File: src/rtl/reflet_bus_arbiter_if.sv
// reflet_bus_arbiter_if: request/ack ports of two Reflet bus masters plus the shared bus they are arbitrated onto
//   slave  : arbiter view (takes mN_req/addr/data_out/write_en and data_in, drives acks, read data, bus, grant, busy)
//   master : environment view (masters and memory), the mirror of slave
interface reflet_bus_arbiter_if #(parameter int wordsize = 16);
  logic m0_req, m0_write_en, m0_ack;
  logic [wordsize-1:0] m0_addr, m0_data_out, m0_data_in;
  logic m1_req, m1_write_en, m1_ack;
  logic [wordsize-1:0] m1_addr, m1_data_out, m1_data_in;
  logic [wordsize-1:0] addr, data_out, data_in;
  logic write_en, busy;
  logic [1:0] grant;
  modport slave (
    input m0_req, m0_addr, m0_data_out, m0_write_en, m1_req, m1_addr, m1_data_out, m1_write_en, data_in,
    output m0_ack, m0_data_in, m1_ack, m1_data_in, addr, data_out, write_en, grant, busy
  );
  modport master (
    output m0_req, m0_addr, m0_data_out, m0_write_en, m1_req, m1_addr, m1_data_out, m1_write_en, data_in,
    input m0_ack, m0_data_in, m1_ack, m1_data_in, addr, data_out, write_en, grant, busy
  );
endinterface

File: src/rtl/reflet_bus_arbiter.sv
// reflet_bus_arbiter: round-robin sharing of one Reflet bus between two masters with fixed memory latency
//   clk, reset : rising-edge clock, synchronous active-high reset
//   bus        : slave modport of reflet_bus_arbiter_if (master requests/acks, shared bus, grant, busy)
module reflet_bus_arbiter #(
  parameter int wordsize = 16,
  parameter int mem_latency = 2
) (
  input logic clk,
  input logic reset,
  reflet_bus_arbiter_if.slave bus
);
  typedef enum logic {IDLE, ACCESS} state_t;
  localparam logic [3:0] CNT_LAST = 4'(mem_latency - 1);
  state_t state_q;
  logic [3:0] cnt_q;
  logic own_q, last_q;
  logic [wordsize-1:0] addr_q, data_out_q, m0_data_in_q, m1_data_in_q;
  logic write_en_q, busy_q, m0_ack_q, m1_ack_q;
  logic [1:0] grant_q;
  logic done, c0, c1, win_d;
  // The completing master still holds req on its last edge, so it is kept out of that arbitration.
  always_comb begin
    done = state_q == ACCESS && cnt_q == CNT_LAST;
    c0 = bus.m0_req && !(done && !own_q);
    c1 = bus.m1_req && !(done && own_q);
    win_d = c1 && (!c0 || !last_q);
  end
  always_ff @(posedge clk) begin
    if (reset) begin
      state_q <= IDLE;
      cnt_q <= '0;
      own_q <= 1'b0;
      last_q <= 1'b1;
      addr_q <= '0;
      data_out_q <= '0;
      write_en_q <= 1'b0;
      grant_q <= '0;
      busy_q <= 1'b0;
      m0_ack_q <= 1'b0;
      m1_ack_q <= 1'b0;
      m0_data_in_q <= '0;
      m1_data_in_q <= '0;
    end else begin
      m0_ack_q <= done && !own_q;
      m1_ack_q <= done && own_q;
      if (done && !own_q) m0_data_in_q <= bus.data_in;
      if (done && own_q) m1_data_in_q <= bus.data_in;
      if (state_q == ACCESS && !done) begin
        cnt_q <= cnt_q + 4'd1;
      end else if (c0 || c1) begin
        state_q <= ACCESS;
        cnt_q <= '0;
        own_q <= win_d;
        last_q <= win_d;
        grant_q <= win_d ? 2'b10 : 2'b01;
        busy_q <= 1'b1;
        addr_q <= win_d ? bus.m1_addr : bus.m0_addr;
        data_out_q <= win_d ? bus.m1_data_out : bus.m0_data_out;
        write_en_q <= win_d ? bus.m1_write_en : bus.m0_write_en;
      end else begin
        state_q <= IDLE;
        grant_q <= '0;
        busy_q <= 1'b0;
        addr_q <= '0;
        data_out_q <= '0;
        write_en_q <= 1'b0;
      end
    end
  end
  assign bus.addr = addr_q;
  assign bus.data_out = data_out_q;
  assign bus.write_en = write_en_q;
  assign bus.grant = grant_q;
  assign bus.busy = busy_q;
  assign bus.m0_ack = m0_ack_q;
  assign bus.m1_ack = m1_ack_q;
  assign bus.m0_data_in = m0_data_in_q;
  assign bus.m1_data_in = m1_data_in_q;
endmodule
File: src/flat_wrapper.sv
// flat-port wrapper written by rule: the top's interface ports become plain ports
module reflet_bus_arbiter_flat 
#(
  parameter int wordsize = 16,
  parameter int mem_latency = 2
)
  (clk, reset, bus_m0_req, bus_m0_addr, bus_m0_data_out, bus_m0_write_en, bus_m1_req, bus_m1_addr, bus_m1_data_out, bus_m1_write_en, bus_data_in, bus_m0_ack, bus_m0_data_in, bus_m1_ack, bus_m1_data_in, bus_addr, bus_data_out, bus_write_en, bus_grant, bus_busy);
  reflet_bus_arbiter_if #(.wordsize(wordsize)) bus_i ();
  input logic clk;
  input logic reset;
  input wire logic [$bits(bus_i.m0_req)-1:0] bus_m0_req;
  input wire logic [$bits(bus_i.m0_addr)-1:0] bus_m0_addr;
  input wire logic [$bits(bus_i.m0_data_out)-1:0] bus_m0_data_out;
  input wire logic [$bits(bus_i.m0_write_en)-1:0] bus_m0_write_en;
  input wire logic [$bits(bus_i.m1_req)-1:0] bus_m1_req;
  input wire logic [$bits(bus_i.m1_addr)-1:0] bus_m1_addr;
  input wire logic [$bits(bus_i.m1_data_out)-1:0] bus_m1_data_out;
  input wire logic [$bits(bus_i.m1_write_en)-1:0] bus_m1_write_en;
  input wire logic [$bits(bus_i.data_in)-1:0] bus_data_in;
  output wire logic [$bits(bus_i.m0_ack)-1:0] bus_m0_ack;
  output wire logic [$bits(bus_i.m0_data_in)-1:0] bus_m0_data_in;
  output wire logic [$bits(bus_i.m1_ack)-1:0] bus_m1_ack;
  output wire logic [$bits(bus_i.m1_data_in)-1:0] bus_m1_data_in;
  output wire logic [$bits(bus_i.addr)-1:0] bus_addr;
  output wire logic [$bits(bus_i.data_out)-1:0] bus_data_out;
  output wire logic [$bits(bus_i.write_en)-1:0] bus_write_en;
  output wire logic [$bits(bus_i.grant)-1:0] bus_grant;
  output wire logic [$bits(bus_i.busy)-1:0] bus_busy;
  assign bus_i.m0_req = bus_m0_req;
  assign bus_i.m0_addr = bus_m0_addr;
  assign bus_i.m0_data_out = bus_m0_data_out;
  assign bus_i.m0_write_en = bus_m0_write_en;
  assign bus_i.m1_req = bus_m1_req;
  assign bus_i.m1_addr = bus_m1_addr;
  assign bus_i.m1_data_out = bus_m1_data_out;
  assign bus_i.m1_write_en = bus_m1_write_en;
  assign bus_i.data_in = bus_data_in;
  assign bus_m0_ack = bus_i.m0_ack;
  assign bus_m0_data_in = bus_i.m0_data_in;
  assign bus_m1_ack = bus_i.m1_ack;
  assign bus_m1_data_in = bus_i.m1_data_in;
  assign bus_addr = bus_i.addr;
  assign bus_data_out = bus_i.data_out;
  assign bus_write_en = bus_i.write_en;
  assign bus_grant = bus_i.grant;
  assign bus_busy = bus_i.busy;
  reflet_bus_arbiter #(.wordsize(wordsize), .mem_latency(mem_latency)) u_core (.clk(clk), .reset(reset), .bus(bus_i));
endmodule
File: config.mk
export PLATFORM = sky130hd
export DESIGN_NAME = reflet_bus_arbiter_flat
export DESIGN_NICKNAME = d
export VERILOG_FILES = /design/src/rtl/reflet_bus_arbiter_if.sv /design/src/rtl/reflet_bus_arbiter.sv /design/src/flat_wrapper.sv
export SDC_FILE = /design/constraint.sdc
export NUM_CORES = 1
export LEC_CHECK = 0
export BUFFER_PORTS_ARGS = -buffer_cell sky130_fd_sc_hd__buf_2
export CORE_ASPECT_RATIO = 1.5
export CORE_UTILIZATION = 40
export CTS_CLUSTER_SIZE = 8
export DETAILED_ROUTE_END_ITERATION = 8
export PLACE_DENSITY = 0.75
export SYNTH_ARGS = -nofsm -noshare
export SYNTH_HDL_FRONTEND = slang
export SYNTH_SLANG_ARGS = --single-unit
File: constraint.sdc
create_clock -name clk -period 2.07 [get_ports clk]
set_input_delay 0.414 -clock clk [delete_from_list [all_inputs] [get_ports clk]]
set_output_delay 0.414 -clock clk [all_outputs]
set_load 0.05 [all_outputs]
==> results of run 1 <==
[power by group]
part	internal [mW]	total, mW	leakage [nW]	switching, mW
sequential	1.55	1.60	0.620	0.0468
combinational	0.252	0.753	1.23	0.501
clock	0.559	1.05	0.0986	0.495
total	2.36	3.41	1.95	1.04
[final cells by class]
type / instances / area, um2 / share of cell area (%)
well taps: 100 / 125.1 / 3.034
repair buffers: 171 / 950.9 / 23.06
flip-flops and latches: 76 / 1521 / 36.89
clock buffers: 14 / 182.7 / 4.430
clock inverters: 1 / 5.005 / 0.1214
inverters: 4 / 15.01 / 0.3641
multi-input cells: 223 / 1324 / 32.10
[metal layers]
metal	part of all wire, %	vias up
met4	3.0	0
met3	7.4	15
met1	39	1333
met2	51	142
li1	-	1458
met5	0	-
[what timing repair did]
action	CTS	global route
endpoints found under the setup margin	0	33
endpoints found under the hold margin	0	0
resized for setup	0	3
[through the flow]
stage                     area (um2)  power (mW)  worst slack [ps]  util (%)  hold slack (ps)
after detailed placement        3908       2.371             81.97     53.72            443.9
after floorplan                 3012       2.146             89.80         -            490.6
after CTS                       4095       3.428             65.52     56.30            246.2
after global routing            4124       3.554            -22.22     56.69            254.3
after global placement          3908       2.362             178.8     53.72            438.9
final                           4124       3.406             45.86     56.69            267.9
[cell families after synthesis]
| family | share of synthesized area, % |
|---|---|
| muxes | 0.7063 |
| buffers and inverters | 5.816 |
| DFF | 50.52 |
| xor gates and xnor gates | 0.2909 |
| AOI/OAI and AO/OA | 20.98 |
| adders and majority gates | 0.8308 |
| and+or+nand+nor | 20.86 |
[state kept, by name, indices dropped and copies added, names as in the netlist]
name and flops:
u_core.cnt_q 4, u_core.bus.addr 16, u_core.bus.m0_data_in 16, u_core.state_q 1, u_core.own_q 1, u_core.bus.m1_ack 1, u_core.bus.grant 2, u_core.bus.write_en 1
u_core.bus.m0_ack 1, u_core.bus.m1_data_in 16, u_core.bus.data_out 16, u_core.last_q 1
[path summary, 6_finish.rpt]
| path | startpoint | endpoint | slack, ps | cells after the start |
|---|---|---|---|---|
| setup / recovery | u_core.cnt_q[0]$_SDFFE_PP0P_ | u_core.bus.data_out[8]$_SDFFE_PP0N_ | 50 | 6 |
| hold / removal | reset | u_core.bus.grant[1]$_SDFFE_PP0N_ | 270 | 2 |
| setup reg to reg | u_core.cnt_q[0]$_SDFFE_PP0P_ | u_core.bus.data_out[8]$_SDFFE_PP0N_ | 50 | 6 |
| hold reg to reg | u_core.bus.m1_data_in[4]$_SDFFE_PP0P_ | u_core.bus.m1_data_in[4]$_SDFFE_PP0P_ | 450 | 2 |
[cell usage in the layout (no fill, tap or decap), types with 2 or more instances in the layout]
cell type,instances
a21oi_1,38
nor3_1,2
or2_2,2
dfxtp_1,76
nand2_1,71
buf_4,12
nor2b_1,2
o21ai_0,2
buf_2,155
clkbuf_8,13
ha_1,2
buf_12,3
a211oi_1,3
nand2b_1,3
and2_1,33
nor2_1,8
inv_1,4
nand3_1,4
a221o_1,33
[worst register-to-register path, cell delays in order (launching register included)]
cell and delay [ps]:
dfxtp_1 340, ha_1 200, or3b_4 410, o32a_1 370
and3b_2 310, clkbuf_16 190, a221o_1 150
==> results.toml, run 1 <==
[routing]
wl_um = 7788
wl_per_cell_um = 13.22
firstDrtPassIters = 4
ant_nets = 0
drc = 0
vias_per_cell = 5.005
num_vias = 2948
first_iter_violations = 106

[power_and_ir_drop]
power.density_nw_per_um2 = 826.0
ir_worst_vdd_mv = 0.4893
leakage_nw = 1.950

[sta]
tightestPinTransition_ps = 437.7
clock_skew_ps = 7.100
final-setup-viol-count = 0
fin_crit_sh_pct = 97.78
fmax_ghz = 0.4940
min_period_ps = 2024
finalSetupTns_ps = 0
slew_headroom_pct = 70.41
finalHoldViolCount = 0
drv_slew = 0

[floorplanning]
die_area_um2 = 7887
std_cell_rows = 38
initial_utilization_pct = 41.40
core-area_um2 = 7274
die_w_um = 72.85
fp.dieH_um = 108.3
io_pins = 156

[yosys]
synthFlopType = "dfxtp_1"
synthesis.area_um2 = 3012
yosysMostFrequentCell = "dfxtp_1"
synth_nets = 417
synthCells = 329
synthArstFlopShare_pct = 0
synth-edff-count = 0
synth_top_cell_area_share_pct = 50.52
yosys_register_bits = 76
ys_top_cells_by_area = "dfxtp_1 51%, a221o_1 11%, nand2_1 8.8%"
yosysUniqueCellTypes = 37
syn_area_per_cell_um2 = 9.154
yosysWarnings = 0
yosysSeqAreaShare_pct = 50.52
yosys-top-cells-count = "76 x dfxtp_1, 71 x nand2_1, 38 x a21oi_1"
yosys.area.top_type = "dfxtp_1"

[critical_path]
slowest_stage = "or3b_4"
cp_cell_sequence = "ha_1, or3b_4, o32a_1, and3b_2, clkbuf_16, a221o_1"
critPathLaunchType = "register"
path_delay_family = "simple AND/OR/NAND/NOR gates"
crit_fanout = 16
setup.worst_path.end_class = "register"
critical_path_arrival_ps = 2320
crit_type = "register to register"
required_ps = 2370
slowest_delay_ps = 410
path_buf_inv = 1

[global_routing]
grt-ovfl-total = 0
grt_pass1_vias = 2848
grtUsageMet3_pct = 5.312
met1_usage_pct = 19.90
grt_use_total_pct = 20.34
grtUsageMet2_pct = 36.58
top_usage_layer = "met2"
grt_pass1_wl_um = 12100
grt_max_degree = 42
grt_antenna_before_repair = 0

[cells_and_area]
fill_cells = 676
nNetsFinal = 573
antenna_cells = 0
final_cells = 589
drive_gt1_share_pct = 39.26
area_delta_synth_final_pct = 36.93

[placement]
port_buffers = 155
dp_hpwl_um = 5609
dp_cells = 573
gp_congestion = 0.7910

[clock_tree]
postCtsSetupRepairBufs = 0
clock_sinks = 76
cts_tree = "built"
clockBufferDepth = 2
clock-root-buffer = "clkbuf_8"
cts_hold_buf = 0
cts_max_level = 3
insertion_delay_ps = 350
cts_buffers = 9
cts.clk_slew.worst_paths_ps = 70

[run]
cap_violations = 0

[hold_path]
min-delay-path-class = "primary input to register"

[outcome]
outcome = "finished clean"
Note: power is estimated with default switching activity, not from simulation.
==> inputs of run 2 (changes only) <==
--- a/config.mk
+++ b/config.mk
@@ -5,12 +5,11 @@
 export SDC_FILE = /design/constraint.sdc
 export NUM_CORES = 1
 export LEC_CHECK = 0
-export BUFFER_PORTS_ARGS = -buffer_cell sky130_fd_sc_hd__buf_2
 export CORE_ASPECT_RATIO = 1.5
 export CORE_UTILIZATION = 40
 export CTS_CLUSTER_SIZE = 8
 export DETAILED_ROUTE_END_ITERATION = 8
-export PLACE_DENSITY = 0.75
+export DONT_BUFFER_PORTS = 1
 export SYNTH_ARGS = -nofsm -noshare
 export SYNTH_HDL_FRONTEND = slang
 export SYNTH_SLANG_ARGS = --single-unit
==> results.toml, run 2 (synthesized netlist as in run 1, its figures left out) <==
[outcome]
outcome = "finished clean"

[power_and_ir_drop]
power.total_mw = 3.224
power_frac_comb_pct = 9.3
power.density_nw_per_um2 = 951.1
p_int_mw = 2.249
pwr-share-seq_pct = 59.0
ir_worst_vdd_mv = 0.4451
p_sw_mw = 0.9744
netSwitchingFraction_pct = 30.23
leakage_nw = 1.256
power_frac_clock_pct = 31.8

[clock_tree]
cts.clk_slew.worst_paths_ps = 70
cts_hold_buf = 0
cts_buffers = 9
cts_max_level = 3
clockBufferDepth = 2
cts_tree = "built"
clock_sinks = 76
clock-root-buffer = "clkbuf_8"
insertion_delay_ps = 340

[critical_path]
critPathLaunchType = "register"
required_ps = 2350
critical_path_arrival_ps = 2280
crit_fanout = 7
setup.worst_path.end_class = "register"
crit_type = "register to register"

[global_routing]
grt_use_total_pct = 17.16
grt_max_degree = 45
grt-ovfl-total = 0
grt_pass1_wl_um = 10180
grt_pass1_vias = 2254
grt_antenna_before_repair = 0

[hold_path]
min-delay-path-class = "primary input to register"

[placement]
gp_congestion = 0.7665
preCtsSetupSlack_ps = 51.96
port_buffers = 0
dp_hpwl_um = 4876

[routing]
drc = 0
ant_nets = 0
firstDrtPassIters = 4
first_iter_violations = 34
num_vias = 2371
wl_um = 7080
vias_per_cell = 5.451
wl_per_cell_um = 16.28

[floorplanning]
die_area_um2 = 7887
std_cell_rows = 38
io_pins = 156
fp.dieH_um = 108.3
initial_utilization_pct = 41.40
die_w_um = 72.85
core-area_um2 = 7274

[cells_and_area]
nNetsFinal = 420
area_delta_synth_final_pct = 12.55
fill_cells = 729
drive_gt1_share_pct = 12.24
layout_commonest_cell = "dfxtp_1"
final_cell_mix = "74 x dfxtp_1, 71 x nand2_1, 38 x a21oi_1"
antenna_cells = 0

[sta]
finalHoldViolCount = 0
drv_slew = 0
fin_ws_ps = 65.15
fin_crit_sh_pct = 96.85
final-setup-viol-count = 0
tightestPinTransition_ps = 543.6
clock_skew_ps = 7.620
slew_headroom_pct = 63.64
min_period_ps = 2005
fmax_ghz = 0.4988

[run]
cap_violations = 0
-- run 2: cell types whose count changed in the layout (fill, tap and decap cells not counted), moves of 2 or more --
| cell | change |
|---|---|
| buf_2 | -155 |
| dfxtp_1 | -2 |
| clkbuf_8 | -4 |
| dfxtp_2 | +2 |
-- run 2: metrics by stage --
| stage | cell area (um2) | hold WS [ps] | cells | setup TNS (ps) | utilization, % |
|---|---|---|---|---|---|
| floorplan | 3012 | 490.6 | 329 | 0 | - |
| global placement | 3124 | 486.5 | 417 | 0 | 42.95 |
| detailed placement | 3124 | 488.1 | 417 | 0 | 42.95 |
| CTS | 3296 | 113.4 | 431 | 0 | 45.30 |
| global route | 3390 | 101.7 | 435 | -27.19 | 46.59 |
| finish | 3390 | 137.3 | 435 | 0 | 46.59 |
-- run 2: critical path: stages (launching register included) --
cell and delay, ps:
dfxtp_2 360, ha_4 140, or3b_4 370, o32a_1 380, and3b_2 370, clkbuf_16 190
a221o_1 130
-- run 2: layout make-up --
| cell class | instances | area [um2] | area share [%] |
|---|---|---|---|
| inverter | 4 | 15.01 | 0.4430 |
| multi-input combinational | 223 | 1343 | 39.61 |
| timing repair buffer | 18 | 211.5 | 6.238 |
| clock buffer | 11 | 131.4 | 3.876 |
| tap | 100 | 125.1 | 3.691 |
| clock inverter | 3 | 40.04 | 1.181 |
| sequential | 76 | 1524 | 44.96 |
-- run 2: timing repair --
item,4_1_cts,5_1_grt
resized for setup,0,9
setup buffers,0,1
setup endpoints to repair,0,32
endpoints found under the hold margin,0,0
-- run 2: worst paths after layout --
check | depth (start not counted) | slack (ps) | end | from
worst max-delay path | 6 | 70 | u_core.bus.data_out[11]$_SDFFE_PP0N_ | u_core.cnt_q[0]$_SDFFE_PP0P_
worst min-delay path | 1 | 140 | u_core.bus.m1_data_in[14]$_SDFFE_PP0P_ | reset
worst max register to register | 6 | 70 | u_core.bus.data_out[11]$_SDFFE_PP0N_ | u_core.cnt_q[0]$_SDFFE_PP0P_
worst min register to register | 2 | 570 | u_core.cnt_q[3]$_SDFFE_PP0P_ | u_core.cnt_q[3]$_SDFFE_PP0P_
-- run 2: routing by layer --
layer	vias up	global-route usage, %	part of all wire, %
met5	-	0	0
met4	0	10.92	2.5
met3	13	7.269	9.3
met2	132	30.17	52
met1	1077	16.03	36
li1	1149	-	-
-- run 2: power by group through the flow --
stage / clock network (mW) / logic [mW] / registers (mW)
floorplan: 0 / 0.225 / 1.92
global placement: 0 / 0.257 / 1.94
detailed placement: 0 / 0.266 / 1.93
CTS: 1.07 / 0.265 / 1.90
global route: 1.13 / 0.331 / 1.91
finish: 1.02 / 0.299 / 1.90
